[src/rtl/config_lut_bank_pkg.sv]
// Shared types and helpers for config_lut_bank (states, width helper).
package config_lut_bank_pkg;

  typedef enum logic [1:0] {
    ST_IDLE   = 2'd0,
    ST_LOAD   = 2'd1,
    ST_COMMIT = 2'd2
  } cfg_state_e;

  function automatic int clog2(input int v);
    int r;
    r = 0;
    while ((1 << r) < v) r++;
    return r;
  endfunction

endpackage

[src/rtl/config_lut_bank_lut_read_mux.sv]
// lut_read_mux: one truth table plus its address gives one output bit.
module lut_read_mux #(
  parameter int ADDR_BITS = 4,
  parameter int MEM_SIZE  = 2 ** ADDR_BITS
) (
  input  logic [MEM_SIZE-1:0]  table_i,
  input  logic [ADDR_BITS-1:0] addr_i,
  output logic                 bit_o
);

  assign bit_o = table_i[addr_i];

endmodule

[src/rtl/config_lut_bank.sv]
// config_lut_bank: shadow-loaded, atomically committed LUT bank.
// Optional CFG_PARITY_EN adds per-word even parity on config_parity.
module config_lut_bank
  import config_lut_bank_pkg::*;
#(
  parameter int ADDR_BITS = 4,
  parameter int NUM_LUTS  = 2,
  parameter int CFG_WIDTH = 8
) (
  input  logic                          cclk,
  input  logic                          rst_n,
  input  logic [NUM_LUTS*ADDR_BITS-1:0] addr,
  output logic [NUM_LUTS-1:0]           out,
  input  logic                          cen,
  output logic                          config_ready,
  input  logic [CFG_WIDTH-1:0]          config_in,
  input  logic                          config_last,
`ifdef CFG_PARITY_EN
  input  logic                          config_parity,
`endif
  output logic [CFG_WIDTH-1:0]          config_out,
  output logic                          config_done,
  output logic                          config_err
);

  localparam int MEM_SIZE = 2 ** ADDR_BITS;
  localparam int TOTAL    = NUM_LUTS * MEM_SIZE;
  localparam int WORDS    = TOTAL / CFG_WIDTH;
  localparam int CNT_W    = clog2(WORDS + 1);
  localparam logic [CNT_W-1:0] WORDS_C = CNT_W'(WORDS);

  if ((TOTAL % CFG_WIDTH) != 0 || CFG_WIDTH > TOTAL) begin : g_bad_cfg
    $error("config_lut_bank: TOTAL must be a multiple of CFG_WIDTH");
  end

  cfg_state_e       state_q, state_d;
  logic [TOTAL-1:0] shadow_q, shadow_d;
  logic [TOTAL-1:0] active_q, active_d;
  logic [CNT_W-1:0] cnt_q, cnt_d;
  logic             err_q, err_d;
  logic             bad_q, bad_d;

  logic             accept;
  logic             word_bad;
  logic [TOTAL-1:0] word_ext;
  logic [CNT_W-1:0] cnt_new;
  logic             bad_new;

  assign accept = cen & config_ready;
  assign word_ext = TOTAL'(config_in);

`ifdef CFG_PARITY_EN
  assign word_bad = ^{config_in, config_parity};
`else
  assign word_bad = 1'b0;
`endif

  always_comb begin
    state_d  = state_q;
    shadow_d = shadow_q;
    active_d = active_q;
    cnt_d    = cnt_q;
    err_d    = err_q;
    bad_d    = bad_q;
    cnt_new  = cnt_q;
    bad_new  = bad_q;
    if (accept) begin
      shadow_d = (shadow_q >> CFG_WIDTH)
               | (word_ext << (TOTAL - CFG_WIDTH));
    end
    unique case (state_q)
      ST_IDLE, ST_LOAD: begin
        if (accept) begin
          if (state_q == ST_IDLE) begin
            err_d   = 1'b0;
            cnt_new = CNT_W'(1);
            bad_new = word_bad;
          end else begin
            cnt_new = (cnt_q == WORDS_C) ? cnt_q : cnt_q + 1'b1;
            bad_new = bad_q | word_bad;
          end
          cnt_d = cnt_new;
          bad_d = bad_new;
          state_d = ST_LOAD;
          // Short or corrupted loads leave the active tables untouched
          if (config_last) begin
            if (cnt_new >= WORDS_C && !bad_new) begin
              state_d = ST_COMMIT;
            end else begin
              err_d   = 1'b1;
              cnt_d   = '0;
              state_d = ST_IDLE;
            end
          end
        end
      end
      ST_COMMIT: begin
        active_d = shadow_q;
        cnt_d    = '0;
        state_d  = ST_IDLE;
      end
      default: state_d = ST_IDLE;
    endcase
  end

  always_ff @(posedge cclk or negedge rst_n) begin
    if (!rst_n) begin
      state_q  <= ST_IDLE;
      shadow_q <= '0;
      active_q <= '0;
      cnt_q    <= '0;
      err_q    <= 1'b0;
      bad_q    <= 1'b0;
    end else begin
      state_q  <= state_d;
      shadow_q <= shadow_d;
      active_q <= active_d;
      cnt_q    <= cnt_d;
      err_q    <= err_d;
      bad_q    <= bad_d;
    end
  end

  assign config_ready = (state_q != ST_COMMIT);
  assign config_done  = (state_q == ST_COMMIT);
  assign config_err   = err_q;
  assign config_out   = shadow_q[CFG_WIDTH-1:0];

  for (genvar i = 0; i < NUM_LUTS; i++) begin : g_lut
    lut_read_mux #(
      .ADDR_BITS(ADDR_BITS),
      .MEM_SIZE (MEM_SIZE)
    ) u_mux (
      .table_i(active_q[i*MEM_SIZE +: MEM_SIZE]),
      .addr_i (addr[i*ADDR_BITS +: ADDR_BITS]),
      .bit_o  (out[i])
    );
  end

endmodule
[config.mk]
export PLATFORM = sky130hd
export DESIGN_NAME = config_lut_bank
export DESIGN_NICKNAME = d
export VERILOG_FILES = /design/src/rtl/config_lut_bank_pkg.sv /design/src/rtl/config_lut_bank_lut_read_mux.sv /design/src/rtl/config_lut_bank.sv
export SDC_FILE = /design/constraint.sdc
export NUM_CORES = 1
export LEC_CHECK = 0
export ABC_AREA = 0
export CORE_AREA = 2 2 93 95
export DETAILED_ROUTE_END_ITERATION = 10
export DIE_AREA = 0 0 95 97
export HOLD_SLACK_MARGIN = 0.05
export SYNTH_ARGS = -nofsm -noshare
export SYNTH_HDL_FRONTEND = slang
export SYNTH_HIERARCHICAL = 1
export SYNTH_SLANG_ARGS = --single-unit
[constraint.sdc]
create_clock -name cclk -period 1.81 [get_ports cclk]
set_clock_uncertainty 0.1 [all_clocks]
set_input_delay 0.362 -clock cclk [delete_from_list [all_inputs] [get_ports cclk]]
set_output_delay 0.362 -clock cclk [all_outputs]
set_load 0.005 [all_outputs]
==> results of run 1 <==
## how the worst min path moves through the flow
stage	start	to	cells past startpoint
final	active_q[28]	active_q[28]	2
after global routing	active_q[24]	active_q[24]	2
after CTS	rst_n	cnt_q[0]	2
after detailed placement	rst_n	shadow_q[25]	1
after global placement	rst_n	shadow_q[25]	1
after floorplan	rst_n	active_q[0]	0
## flip-flops by register name, summed over array words and instances (netlist names)
name,flops
state_q,2
cnt_q,3
bad_q,1
config_err,1
active_q,32
shadow_q,32
## power by group
group,total [mW],leakage [nW],switching [mW],internal (mW)
Combinational,1.12,0.947,0.422,0.698
Sequential,2.39,0.891,0.339,2.05
Clock,1.19,0.0888,0.664,0.523
Total,4.70,1.93,1.43,3.27
## placed cells by master, fill, tap and decap left out, types with 2 or more instances in the layout
master,instances
clkbuf_8,9
inv_1,2
inv_6,3
buf_12,3
nand2b_1,3
clkinvlp_4,2
dfrtp_1,71
o21ai_0,2
nor2_1,4
clkdlybuf4s50_1,24
buf_4,11
dlygate4sd2_1,4
a211oi_1,2
mux4_1,3
mux2_4,30
mux2i_1,6
mux4_2,5
nand2_1,99
mux2_1,2
buf_2,3
## worst min-delay path, delay by kind of cell (launching register included)
family           cells  cell delay (ps)
DFF                  1              350
and+or+nand+nor      2              100
## cell type report
class / count / area [um^2]
timing repair buffer: 47 / 454
fill: 748 / 4280
inverter: 3 / 11.3
clock inverter: 7 / 61.3
sequential: 71 / 1780
clock buffer: 9 / 124
multi-input combinational: 171 / 1300
tap: 105 / 131
## metrics by stage
stage,std cells,hold WS [ps]
floorplan,263,-33.6
global placement,393,229
detailed placement,393,239
CTS,413,381
global route,413,398
finish,413,380
## kinds of logic after synthesis
logic type	synth area share, %
DFF	55.1
and+or+nand+nor	14.1
adders and majority gates	0.777
AOI/OAI and AO/OA	2.52
buffers and inverters	4.35
muxes	23.1
## routing by layer
metal / vias up / wire length, um
met1: 977 / 2960
met2: 47 / 2510
met5: - / 0
li1: 953 / -
met3: 7 / 249
met4: 0 / 107
## what timing repair did
action / in CTS / in global routing
setup endpoints to repair: 5 / 3
pin swaps: 0 / 1
buffers inserted: 3 / 0
hold endpoints to repair: 14 / 0
hold buffers: 1 / 0
gates resized for setup: 22 / 1
==> metrics.txt, run 1 <==
final slew viol count=0; TritonCTS clock tree=done; GR Util All Layers=14.2%; Core Area=8130 um^2; crit path from=addr[4]; synth-to-layout area growth=19.7%; drt pass-1 iters=4; grt met2 use=19.5%; Detailed Place HPWL=3940 um; Crit path buffers/inverters=2; die height=97 um; clk slew on worst S/H paths=80 ps; slowest CP cell=mux4_1; CTS Root Cell=clkbuf_8; total power=4.70 mW; most frequent cells after synthesis=nand2_1, dfrtp_1, mux2_4; total CTS buffers=9; Nets=325; Synth async-reset ratio=100%; grt peak-use layer=met1; critical path class=input port to output pin; Synth top area share=55.1%; Max Fclk=484 MHz; RSZ-0062 raised after global routing=yes; Lkg Pwr=1.93 nW; number of flops mapped to enable cells by yosys=0; worst flop-to-flop path endpoint=cnt_q[0]; slew margin rel.=70.0%; gpl congestion=0.834; CP top delay family=multiplexers; first-pass GRT wire length=10100 um; fin crit period=2060 ps; Slew @ Worst Pin=450 ps; crit-path max cell delay=570 ps; worst vdd ir=510 uV; Post-DP Area=3660 um^2; Layout Cell Area excl Fill=3850 um^2; Setup TNS=-462 ps; CP most frequent cell=mux2i_1; most numerous cell in the Yosys netlist=nand2_1; synthesized area=3220 um^2; layout cells sized above 1=24.0%; largest net degree at the start of global routing=34; CTS HTree Levels=3; DR WL/cell=14.1 um; GR Util met3=2.34%; Cells after Synth=263; violated checks=setup timing; vias in the first global route=2082; IO buf count=32; Final Hold Viols=0; outcome=finished, violations left; PwrDens=1220 nW/um^2; Register-to-Register Setup Slack=90 ps; vias=1984; Max-Cap Viols=0; CTS Buffer Depth=2; Synth cell types=29; Total Die Area=9220 um^2; met1 Use GR=21.4%; Stages on worst setup path=5; worst slack at placement=-863 ps; WP data required=1350 ps; Final Setup Violations=2; Ant. Diodes=0; post-layout util=47.4%; top post-synthesis cells by area=dfrtp_1, mux2_4, nand2_1, mux4_1, mux2i_1; Rows=33; Via density=4.80; num ports=33; Initial Utilization=39.6%; Worst EP arrival=1600 ps; grt total ovfl=0; antenna-violating nets left=0; Critical path destination=out[1]; initial antenna violation count=0; insertion delay to the later sink of the worst-skew pair=350 ps; CTS Sinks=71; Total Routed Length=5830 um; syn_nets=285; Die X=95 um; prevailing post-synth register cell=dfrtp_1; FF-to-FF Start=cnt_q[0]; # DRC=0; Ys Warns=6; Setup crit start kind=input port; post-route clock period utilization=114%; worst r2r path cells=5; crit-path max FO=4; post-synthesis sequential area ratio=55.1%; HP Class=flip-flop to flip-flop; area leader, netlist=dfrtp_1; First DRT Iteration DRCs=103; setup slack after layout=-255 ps; post-synthesis average cell area=12.3 um^2; crit end category=output pin; critical-path cell list=dlygate4sd2_1 -> mux4_1 -> mux2i_1 -> mux2i_1 -> buf_2; register bit total from synthesis=71
(Power assumes the default switching activity.)
==> run 2: changes to the inputs <==
CTS_BUF_LIST = sky130_fd_sc_hd__clkbuf_4 sky130_fd_sc_hd__clkbuf_8   (was unset)
clock period = 2.1 ns   (was 1.81 ns; I/O delays follow)
==> run 2 against run 1 <==
- the run still ends with setup timing left
- combinational power fell by 14%
- largest power group unchanged
- design area fell by 0.97%
- sequential power fell by 13%
- register-to-register slack better by 250 ps
==> metrics.txt, run 2 (synthesized netlist as in run 1, its figures left out) <==
outcome=finished, violations left; violated checks=setup timing; Detailed Place HPWL=3840 um; Finished Layout Cells=408; CTS HTree Levels=3; antenna-violating nets left=0; vias=1951; WP data required=1580 ps; dpl cells=389; Initial Utilization=39.6%; TritonCTS clock tree=done; insertion delay to the later sink of the worst-skew pair=330 ps; slew margin rel.=74.4%; setup slack after layout=-0.952 ps; Max Fclk=476 MHz; first-pass GRT wire length=10000 um; CTS Root Cell=clkbuf_8; Max-Cap Viols=0; largest net degree at the start of global routing=72; Setup TNS=-0.952 ps; Nets=320; DR WL/cell=14.0 um; Slew @ Worst Pin=384 ps; num ports=33; worst slack at placement=-700 ps; Worst EP arrival=1580 ps; vias in the first global route=1989; Via density=4.78; Lkg Pwr=1.89 nW; Final Setup Violations=1; PwrDens=1080 nW/um^2; Core Area=8130 um^2; First DRT Iteration DRCs=128; clk slew on worst S/H paths=80 ps; crit-path max FO=2; fin crit period=2100 ps; Total Routed Length=5720 um; HP Class=flip-flop to flip-flop; Die X=95 um; final slew viol count=0; post-route clock period utilization=100%; worst vdd ir=523 uV; Ant. Diodes=0; final hold slack=379 ps; initial antenna violation count=0; total CTS buffers=9; die height=97 um; commonest non-fill, non-tap cell in the layout=nand2_1; layout cells sized above 1=23.1%; critical path class=flip-flop to output pin; IO buf count=32; synth-to-layout area growth=18.5%; fill count=752; RSZ-0062 raised after global routing=yes; top flop regs=active_q x32, shadow_q x32, cnt_q x3; CTS Sinks=71; Total Die Area=9220 um^2; drt pass-1 iters=4; total power=4.12 mW; Setup crit start kind=flip-flop; crit end category=output pin; Final Hold Viols=0; grt total ovfl=0; GR Util All Layers=14.0%; most frequent cells in the layout=nand2_1, dfrtp_1, mux2_4; CTS Buffer Depth=2; # DRC=0; gpl congestion=0.802; Rows=33
-- run 2: cell types whose count changed in the layout (fill, tap and decap cells not counted), sizes merged --
cell           previous run  this run
clkdlybuf4s50            24        25
inv                       7         5
bufinv                    0         1
buf                      17        13
clkbuf                    9        10
dlygate4sd2               4         2
-- run 2: per-stage QoR --
| step | instance area [um^2] | utilization (%) |
|---|---|---|
| floorplan | 3220 | - |
| global placement | 3630 | 44.6 |
| detailed placement | 3630 | 44.6 |
| CTS | 3820 | 46.9 |
| global route | 3820 | 46.9 |
| finish | 3820 | 46.9 |
-- run 2: worst paths after layout --
check	slack, ps	start	endpoint	cells past startpoint
min in group asynchronous	520	rst_n	bad_q	3
hold reg to reg	380	active_q[3]	active_q[3]	2
max in group asynchronous	1060	rst_n	shadow_q[24]	3
hold / removal	380	active_q[3]	active_q[3]	2
setup reg to reg	340	cnt_q[0]	cnt_q[0]	5
setup / recovery	-1	active_q[31]	out[1]	4
-- run 2: what timing repair did --
action                                 CTS  global route
endpoints found under the hold margin   71             0
setup buffers                            2             0
resized for setup                       24             0
setup endpoints to repair                2             2
hold buffers                             1             0
-- run 2: area by class of cell --
| type | instances | area, um^2 | area share [%] |
|---|---|---|---|
| Multi-Input combinational cell | 171 | 1280 | 33.5 |
| Clock buffer | 10 | 138 | 3.61 |
| Inverter | 3 | 11.3 | 0.295 |
| Tap cell | 105 | 131 | 3.44 |
| Timing Repair Buffer | 42 | 414 | 10.8 |
| Clock inverter | 6 | 67.6 | 1.77 |
| Sequential cell | 71 | 1780 | 46.5 |
-- run 2: worst max-delay path: stages (launching register included) --
cell     delay (ps)
dfrtp_1         410
mux4_2          470
mux2i_1         150
mux2i_1          90
buf_2           130
-- run 2: report_power, final --
group	internal [mW]	switching [mW]	leakage, nW
sequential	1.77	0.296	0.891
clock	0.587	0.512	0.0993
combinational	0.596	0.363	0.904
-- run 2: metal layers --
metal	track usage, %	wire (um)	share of wire (%)	vias to the layer above
met5	0	0	0	-
met4	6.35	55	0.96	0
met3	2.57	197	3.4	4
met2	19.0	2510	44	35
met1	21.6	2960	52	967
li1	-	-	-	945
